<file path="src/rtl/debug_step_controller.sv">
// Host debug sequencer in front of the instruction phase decoder: halt/run control,
// N-step and debug-step handshakes, PC breakpoint and ACK timeout guard.
module debug_step_controller #(
  parameter int PC_WIDTH     = 16,
  parameter int COUNT_WIDTH  = 16,
  parameter int ACK_TIMEOUT  = 64,
  parameter bit RESET_HALTED = 1'b0
) (
  input  logic                   clk_i,
  input  logic                   rst_n_i,
  input  logic                   host_cmd_valid_i,
  input  logic [2:0]             host_cmd_i,
  input  logic [COUNT_WIDTH-1:0] host_count_i,
  output logic                   host_cmd_ready_o,
  output logic                   cmd_err_o,
  input  logic [PC_WIDTH-1:0]    pc_i,
  input  logic [PC_WIDTH-1:0]    bp_addr_i,
  input  logic                   bp_en_i,
  input  logic                   fetch_i,
  input  logic                   stopped_i,
  input  logic                   debug_step_ack_i,
  output logic                   debug_stop_o,
  output logic                   debug_mode_o,
  output logic                   debug_step_req_o,
  output logic                   halted_o,
  output logic                   bp_hit_o,
  output logic                   timeout_o,
  output logic [COUNT_WIDTH-1:0] steps_done_o
);

  localparam logic [2:0] CMD_HALT  = 3'd1;
  localparam logic [2:0] CMD_RUN   = 3'd2;
  localparam logic [2:0] CMD_STEP  = 3'd3;
  localparam logic [2:0] CMD_DSTEP = 3'd4;
  localparam logic [2:0] CMD_CLR   = 3'd5;
  localparam logic [2:0] CMD_ILL6  = 3'd6;
  localparam logic [2:0] CMD_ILL7  = 3'd7;

  localparam int TW = $clog2(ACK_TIMEOUT + 1);
  localparam logic [TW-1:0] TMO_LOAD = TW'(ACK_TIMEOUT - 1);

  typedef enum logic [2:0] {
    ST_RUNNING,
    ST_HALTING,
    ST_HALTED,
    ST_REQ,
    ST_REL
  } state_t;

  localparam state_t RESET_STATE = RESET_HALTED ? ST_HALTING : ST_RUNNING;

  state_t                 state_q, state_d;
  logic [COUNT_WIDTH-1:0] count_q, count_d;
  logic [COUNT_WIDTH-1:0] steps_q, steps_d;
  logic [TW-1:0]          tmo_q, tmo_d;
  logic                   mode_q, mode_d;
  logic                   bp_hit_q, bp_hit_d;
  logic                   bp_pend_q, bp_pend_d;
  logic                   timeout_q, timeout_d;
  logic                   cmd_err_q, cmd_err_d;

  logic accept;
  logic bp_match;

  assign host_cmd_ready_o = (state_q == ST_RUNNING) || (state_q == ST_HALTED);
  assign accept           = host_cmd_valid_i && host_cmd_ready_o;
  assign bp_match         = bp_en_i && fetch_i && (pc_i == bp_addr_i);

  always_comb begin
    state_d   = state_q;
    count_d   = count_q;
    steps_d   = steps_q;
    tmo_d     = tmo_q;
    mode_d    = mode_q;
    bp_hit_d  = bp_hit_q;
    bp_pend_d = bp_pend_q;
    timeout_d = timeout_q;
    cmd_err_d = 1'b0;

    case (state_q)
      ST_RUNNING: begin
        if (bp_match) begin
          bp_hit_d  = 1'b1;
          state_d   = ST_HALTING;
          cmd_err_d = accept;
        end else if (accept) begin
          case (host_cmd_i)
            CMD_HALT: state_d = ST_HALTING;
            CMD_CLR: begin
              bp_hit_d  = 1'b0;
              timeout_d = 1'b0;
            end
            CMD_STEP, CMD_DSTEP, CMD_ILL6, CMD_ILL7: cmd_err_d = 1'b1;
            default: ;
          endcase
        end
      end

      ST_HALTING: begin
        if (stopped_i) state_d = ST_HALTED;
      end

      ST_HALTED: begin
        if (accept) begin
          case (host_cmd_i)
            CMD_RUN: state_d = ST_RUNNING;
            CMD_STEP: begin
              if (host_count_i == '0) begin
                cmd_err_d = 1'b1;
              end else begin
                count_d   = host_count_i;
                steps_d   = '0;
                mode_d    = 1'b0;
                bp_pend_d = 1'b0;
                tmo_d     = TMO_LOAD;
                state_d   = ST_REQ;
              end
            end
            CMD_DSTEP: begin
              count_d   = COUNT_WIDTH'(1);
              steps_d   = '0;
              mode_d    = 1'b1;
              bp_pend_d = 1'b0;
              tmo_d     = TMO_LOAD;
              state_d   = ST_REQ;
            end
            CMD_CLR: begin
              bp_hit_d  = 1'b0;
              timeout_d = 1'b0;
            end
            CMD_ILL6, CMD_ILL7: cmd_err_d = 1'b1;
            default: ;
          endcase
        end
      end

      ST_REQ: begin
        // A breakpoint seen mid-step lets this handshake finish, then ends the command.
        if (bp_match) begin
          bp_hit_d  = 1'b1;
          bp_pend_d = 1'b1;
        end
        if (debug_step_ack_i) begin
          tmo_d   = TMO_LOAD;
          state_d = ST_REL;
        end else if (tmo_q == '0) begin
          timeout_d = 1'b1;
          mode_d    = 1'b0;
          state_d   = ST_HALTED;
        end else begin
          tmo_d = tmo_q - 1'b1;
        end
      end

      ST_REL: begin
        if (!debug_step_ack_i) begin
          if (steps_q != '1) steps_d = steps_q + 1'b1;
          count_d = count_q - 1'b1;
          if (count_q == COUNT_WIDTH'(1) || bp_pend_q) begin
            mode_d  = 1'b0;
            state_d = ST_HALTED;
          end else begin
            tmo_d   = TMO_LOAD;
            state_d = ST_REQ;
          end
        end else if (tmo_q == '0) begin
          timeout_d = 1'b1;
          mode_d    = 1'b0;
          state_d   = ST_HALTED;
        end else begin
          tmo_d = tmo_q - 1'b1;
        end
      end

      default: state_d = RESET_STATE;
    endcase
  end

  always_ff @(posedge clk_i or negedge rst_n_i) begin
    if (!rst_n_i) begin
      state_q   <= RESET_STATE;
      count_q   <= '0;
      steps_q   <= '0;
      tmo_q     <= '0;
      mode_q    <= 1'b0;
      bp_hit_q  <= 1'b0;
      bp_pend_q <= 1'b0;
      timeout_q <= 1'b0;
      cmd_err_q <= 1'b0;
    end else begin
      state_q   <= state_d;
      count_q   <= count_d;
      steps_q   <= steps_d;
      tmo_q     <= tmo_d;
      mode_q    <= mode_d;
      bp_hit_q  <= bp_hit_d;
      bp_pend_q <= bp_pend_d;
      timeout_q <= timeout_d;
      cmd_err_q <= cmd_err_d;
    end
  end

  assign debug_stop_o     = (state_q != ST_RUNNING);
  assign debug_mode_o     = mode_q;
  assign debug_step_req_o = (state_q == ST_REQ);
  assign halted_o         = (state_q == ST_HALTED);
  assign bp_hit_o         = bp_hit_q;
  assign timeout_o        = timeout_q;
  assign cmd_err_o        = cmd_err_q;
  assign steps_done_o     = steps_q;

endmodule

</file>
<file path="config.mk">
export PLATFORM = sky130hd
export DESIGN_NAME = debug_step_controller
export DESIGN_NICKNAME = d
export VERILOG_FILES = /design/src/rtl/debug_step_controller.sv
export SDC_FILE = /design/constraint.sdc
export NUM_CORES = 1
export LEC_CHECK = 0
export ABC_AREA = 1
export CORE_UTILIZATION = 30
export CTS_CLUSTER_DIAMETER = 40
export CTS_CLUSTER_SIZE = 12
export DETAILED_ROUTE_END_ITERATION = 16
export GPL_TIMING_DRIVEN = 1
export MAX_ROUTING_LAYER = met4
export PLACE_DENSITY = 0.6
export SKIP_CTS_REPAIR_TIMING = 1
export SLEW_MARGIN = 40
export SYNTH_ARGS = -nofsm -noshare
export SYNTH_HDL_FRONTEND = slang
export SYNTH_SLANG_ARGS = --single-unit
</file>
<file path="constraint.sdc">
create_clock -name clk_i -period 1.4 [get_ports clk_i]
set_input_delay 0.35 -clock clk_i [delete_from_list [all_inputs] [get_ports clk_i]]
set_output_delay 0.35 -clock clk_i [all_outputs]
set_load 0.02 [all_outputs]
</file>
==> metrics.sh, run 1 <==
COMB_POWER_SHARE_PCT=63.7
DESIGN.DIE.AREA_UM2=13200
CLOCK_INSERTION_DELAY_WORST_SKEW_NS=0.29
NETLIST_AREA_UM2=3840
PLACE_CONGESTION=0.891
SYNTH.LIB_CELLS_USED.DISTINCT=37
SYNTH.AVG_CELL_AREA_UM2=6.15
RSZ_0062_RAISED_AFTER_GLOBAL_ROUTING='true'
DETAILEDROUTE.FIRSTPASSITERATIONCOUNT=5
DRT_FIRST_ITER_VIOLATIONS=212
CP_DATA_ARRIVAL_TIME_NS=1.93
LAYOUT.NETS=904
FRACTION_OF_THE_YOSYS_AREA_TAKEN_BY_SEQUENTIAL_CELLS_PCT=30.7
WORST_R2R_STARTPOINT='state_q[0]$_DFFE_PN0P_'
BOUNDARYPINS=82
LARGEST_NET_DEGREE_AT_THE_START_OF_GLOBAL_ROUTING=48
STDCELL_AREA_UM2=6830
TIMING.CRITICAL_PATH.FROM_TYPE='flip-flop'
OUTCOME='finished with violations'
CRIT_PATH_MAX_FANOUT=7
POWER.SWITCHING_mW=4.07
VIOLATED_CHECKS='setup timing'
CRITPATHKIND='reg2reg'
WORSTMARGINPINSLEW_NS=0.303
SYNTH_LARGEST_AREA_CELL='sky130_fd_sc_hd__dfrtp_1'
YOSYS_REGISTER_BITS=47
GRT_FIRST_PASS_WIRELENGTH_UM=20500
SWITCHING_SHARE_PCT=42.4
SYNTH-MAIN-FF-CELL='sky130_fd_sc_hd__dfrtp_1'
DR_TOTAL_VIAS=4771
P_LEAK_nW=3.92
FP-ROW-COUNT=40
NUMBER_OF_DIODES_ADDED_FOR_ANTENNA_FIXING=0
POWER.DENSITY_nW_PER_UM2=1410
PATH_CELLS='inv_2, nand3_4, buf_6, a21oi_4, inv_2, nor2_4, buf_12, buf_12, nand2_2, o21ai_1'
DP.CELLS=982
FIN_CRIT_SH_PCT=122
CRITICAL_PATH_BUFFERS_AND_INVERTERS=5
AREA.GROWTH.SYNTH_TO_FINAL_PCT=78.1
CELL_COUNT_AFTER_SYNTHESIS=624
FINAL.FILL_COUNT=1106
FINALMAXSLEWVIOLATIONS=0
WL_PER_CELL_UM=13.2
YS_ASYNC_SR_FRACTION_PCT=100
YS.WARNINGS.COUNT=0
SKEW_NS=0.00415
CRITPATHTOPFAMILY='buffers and inverters'
H-TREE-DEPTH=2
PLACEMENT_STAGE_WORST_SETUP_SLACK_NS=-0.603
CTS_SINKS=47
VIASPERCELL=4.72
END_KIND='flip-flop'
TOTAL_POWER_mW=9.61
WORST_SETUP_PATH_START='state_q[0]$_DFFE_PN0P_'
CTS.CLK_SLEW.WORST_PATHS_NS=0.07
GRT_PASS1_VIAS=4534
FP.COREAREA_UM2=12300
SEQ_PWR_SHARE_PCT=21.3
INTERNAL_POWER_mW=5.53
POST-SYNTH-TOP-AREA-FRACTION_PCT=30.7
ANTENNA_FOUND_INITIAL=0
DRV.MAX_CAP_VIOLATION_COUNT=0
R2R_SETUP_SLACK_NS=-0.31
PLACED_CELL_AREA_UM2=5820
CTS_INSERTED_BUFFERS=5
LAYOUT_SETUP_WS_NS=-0.313
HOLD_VIOL=0
WORST_HOLD_PATH_TYPE='in2async'
POST_ROUTE_CELLS_DRIVE_ABOVE_1_SHARE_PCT=33.8
FINALSETUPVIOLCOUNT=49
CRIT_PATH_TOP_DELAY_CELL='sky130_fd_sc_hd__dfrtp_1'
DP.FINAL_HPWL_UM=9240
PLACEMENT.IO_BUFFERS=81
CRIT_PATH_MAX_INCR_DELAY_NS=0.43
CLOCK_TREE.ROOT_CELL='sky130_fd_sc_hd__clkbuf_16'
SYNTH-EDFF-COUNT=0
DETAIL_ROUTE.DRC_VIOLATIONS=0
MINIMUM_CLOCK_PERIOD_NS=1.71
GRT_USAGE_PCT=19.8
CLOCKPOWERSHARE_PCT=15.0
FINAL_CELLS=1010
INITIAL_UTILIZATION_PCT=31.3
MAXCLOCKFREQUENCY_GHz=0.584
GRT_OVERFLOW=0
IR_DROP_mV=0.730
DIE_H_UM=115
SYNTH_TOP_AREA_CELLS='sky130_fd_sc_hd__dfrtp_1 (31%), sky130_fd_sc_hd__nand2_1 (22%), sky130_fd_sc_hd__inv_1 (7.8%)'
ANTENNA_LEFT=0
TRITONCTS='done'
HOLD_WS_NS=0.0338
WORST_SLEW_MARGIN_REL_PCT=79.6
TOTALWIRELENGTH_UM=13300
CTS_MAX_PATH_BUFFERS=2
CP.REQUIRED_NS=1.61
SYN-NUM-NETS=687
DIE_X_UM=115
==> per-layer routing <==
layer,up-vias,track usage (%),wire length (um)
li1,2402,-,-
met1,2213,24.0,5740
met2,125,34.3,6850
met3,31,2.21,473
met4,0,6.06,274
met5,-,-,0
==> sequential cells by signal (all words and copies together) (netlist names) <==
register / flops
cmd_err_o: 1
bp_pend_q: 1
bp_hit_o: 1
count_q: 16
debug_mode_o: 1
tmo_q: 7
state_q: 3
timeout_o: 1
steps_done_o: 16
==> Yosys cell counts, types with 6 or more instances <==
| cell type | count |
|---|---|
| sky130_fd_sc_hd__buf_2 | 6 |
| sky130_fd_sc_hd__o21ai_1 | 10 |
| sky130_fd_sc_hd__nand3_1 | 59 |
| sky130_fd_sc_hd__dfrtp_1 | 47 |
| sky130_fd_sc_hd__nor2_1 | 80 |
| sky130_fd_sc_hd__xor2_1 | 17 |
| sky130_fd_sc_hd__inv_1 | 80 |
| sky130_fd_sc_hd__o21ai_0 | 34 |
| sky130_fd_sc_hd__nand2_1 | 220 |
| sky130_fd_sc_hd__a21oi_1 | 10 |
==> final timing paths <==
check | cells past startpoint | end
hold / removal | 2 | steps_done_o[8]$_DFFE_PN0P_
setup / recovery | 10 | count_q[12]$_DFFE_PN0P_
hold reg to reg | 2 | count_q[15]$_DFFE_PN0P_
setup reg to reg | 10 | count_q[12]$_DFFE_PN0P_
max in group asynchronous | 2 | steps_done_o[1]$_DFFE_PN0P_
min in group clk_i | 2 | count_q[15]$_DFFE_PN0P_
==> cell usage in the layout, fill, tap and decap left out, types with 2 or more instances in the layout <==
cell type,instances
sky130_fd_sc_hd__a21oi_1,8
sky130_fd_sc_hd__a21oi_2,2
sky130_fd_sc_hd__a31oi_1,3
sky130_fd_sc_hd__a31oi_4,2
sky130_fd_sc_hd__buf_12,7
sky130_fd_sc_hd__buf_2,2
sky130_fd_sc_hd__buf_4,114
sky130_fd_sc_hd__buf_6,20
sky130_fd_sc_hd__clkbuf_16,6
sky130_fd_sc_hd__clkbuf_2,5
sky130_fd_sc_hd__clkdlybuf4s50_1,9
sky130_fd_sc_hd__clkinvlp_4,2
sky130_fd_sc_hd__dfrtp_1,43
sky130_fd_sc_hd__dfrtp_2,4
sky130_fd_sc_hd__dlymetal6s2s_1,62
sky130_fd_sc_hd__ha_1,2
sky130_fd_sc_hd__ha_4,2
sky130_fd_sc_hd__inv_1,63
sky130_fd_sc_hd__inv_2,17
sky130_fd_sc_hd__inv_4,2
sky130_fd_sc_hd__nand2_1,187
sky130_fd_sc_hd__nand2_2,27
sky130_fd_sc_hd__nand2_4,7
sky130_fd_sc_hd__nand3_1,45
sky130_fd_sc_hd__nand3_2,7
sky130_fd_sc_hd__nand3_4,13
sky130_fd_sc_hd__nand3b_1,2
sky130_fd_sc_hd__nand4_1,5
sky130_fd_sc_hd__nor2_1,60
sky130_fd_sc_hd__nor2_2,13
sky130_fd_sc_hd__nor2_4,13
sky130_fd_sc_hd__nor3_1,5
sky130_fd_sc_hd__o21ai_0,14
sky130_fd_sc_hd__o21ai_1,22
sky130_fd_sc_hd__o21ai_2,9
sky130_fd_sc_hd__xnor2_1,4
sky130_fd_sc_hd__xor2_1,17
==> stage by stage <==
stage | TNS [ns] | utilization (%)
after floorplan | -1.97 | -
after global placement | -25.01 | 47.4
after detailed placement | -25.81 | 47.4
after CTS | -18.76 | 48.9
after global routing | -13.52 | 55.7
final | -11.05 | 55.7
==> power by group through the flow <==
stage	Combinational [mW]	Sequential [mW]	Clock [mW]
floorplan	2.56	2.07	0
global placement	4.62	2.02	0
detailed placement	4.71	2.03	0
CTS	4.75	2.01	1.48
global route	6.68	2.10	1.52
finish	6.12	2.05	1.44
==> cell type report <==
type | instances | area [um2] | share of cell area (%)
Sequential cell | 47 | 1180 | 17.3
Timing Repair inverter | 1 | 7.51 | 0.110
Multi-Input combinational cell | 482 | 2780 | 40.7
Inverter | 84 | 332 | 4.85
Tap cell | 168 | 210 | 3.08
Timing Repair Buffer | 220 | 2150 | 31.4
Clock buffer | 6 | 139 | 2.03
Clock inverter | 2 | 35.0 | 0.513
==> cells by family (layout without fill, tap and decap cells) <==
family	after synthesis	in the layout	synth area share, %
AOI/OAI and AO/OA	68	68	9.75
xor gates and xnor gates	21	21	4.79
buffers and inverters	97	313	10.5
adders and majority gates	5	5	1.63
DFF	47	47	30.7
and+or+nand+nor	386	388	42.7
(Power assumes the default switching activity.)
==> inputs of run 2 (changes only) <==
--- a/config.mk
+++ b/config.mk
@@ -14,7 +14,7 @@
 export MAX_ROUTING_LAYER = met4
 export PLACE_DENSITY = 0.6
 export SKIP_CTS_REPAIR_TIMING = 1
-export SLEW_MARGIN = 40
+export SLEW_MARGIN = 20
 export SYNTH_ARGS = -nofsm -noshare
 export SYNTH_HDL_FRONTEND = slang
 export SYNTH_SLANG_ARGS = --single-unit
==> results of run 2 <==
No change in the layout: final DEF, timing and power equal those of run 1.
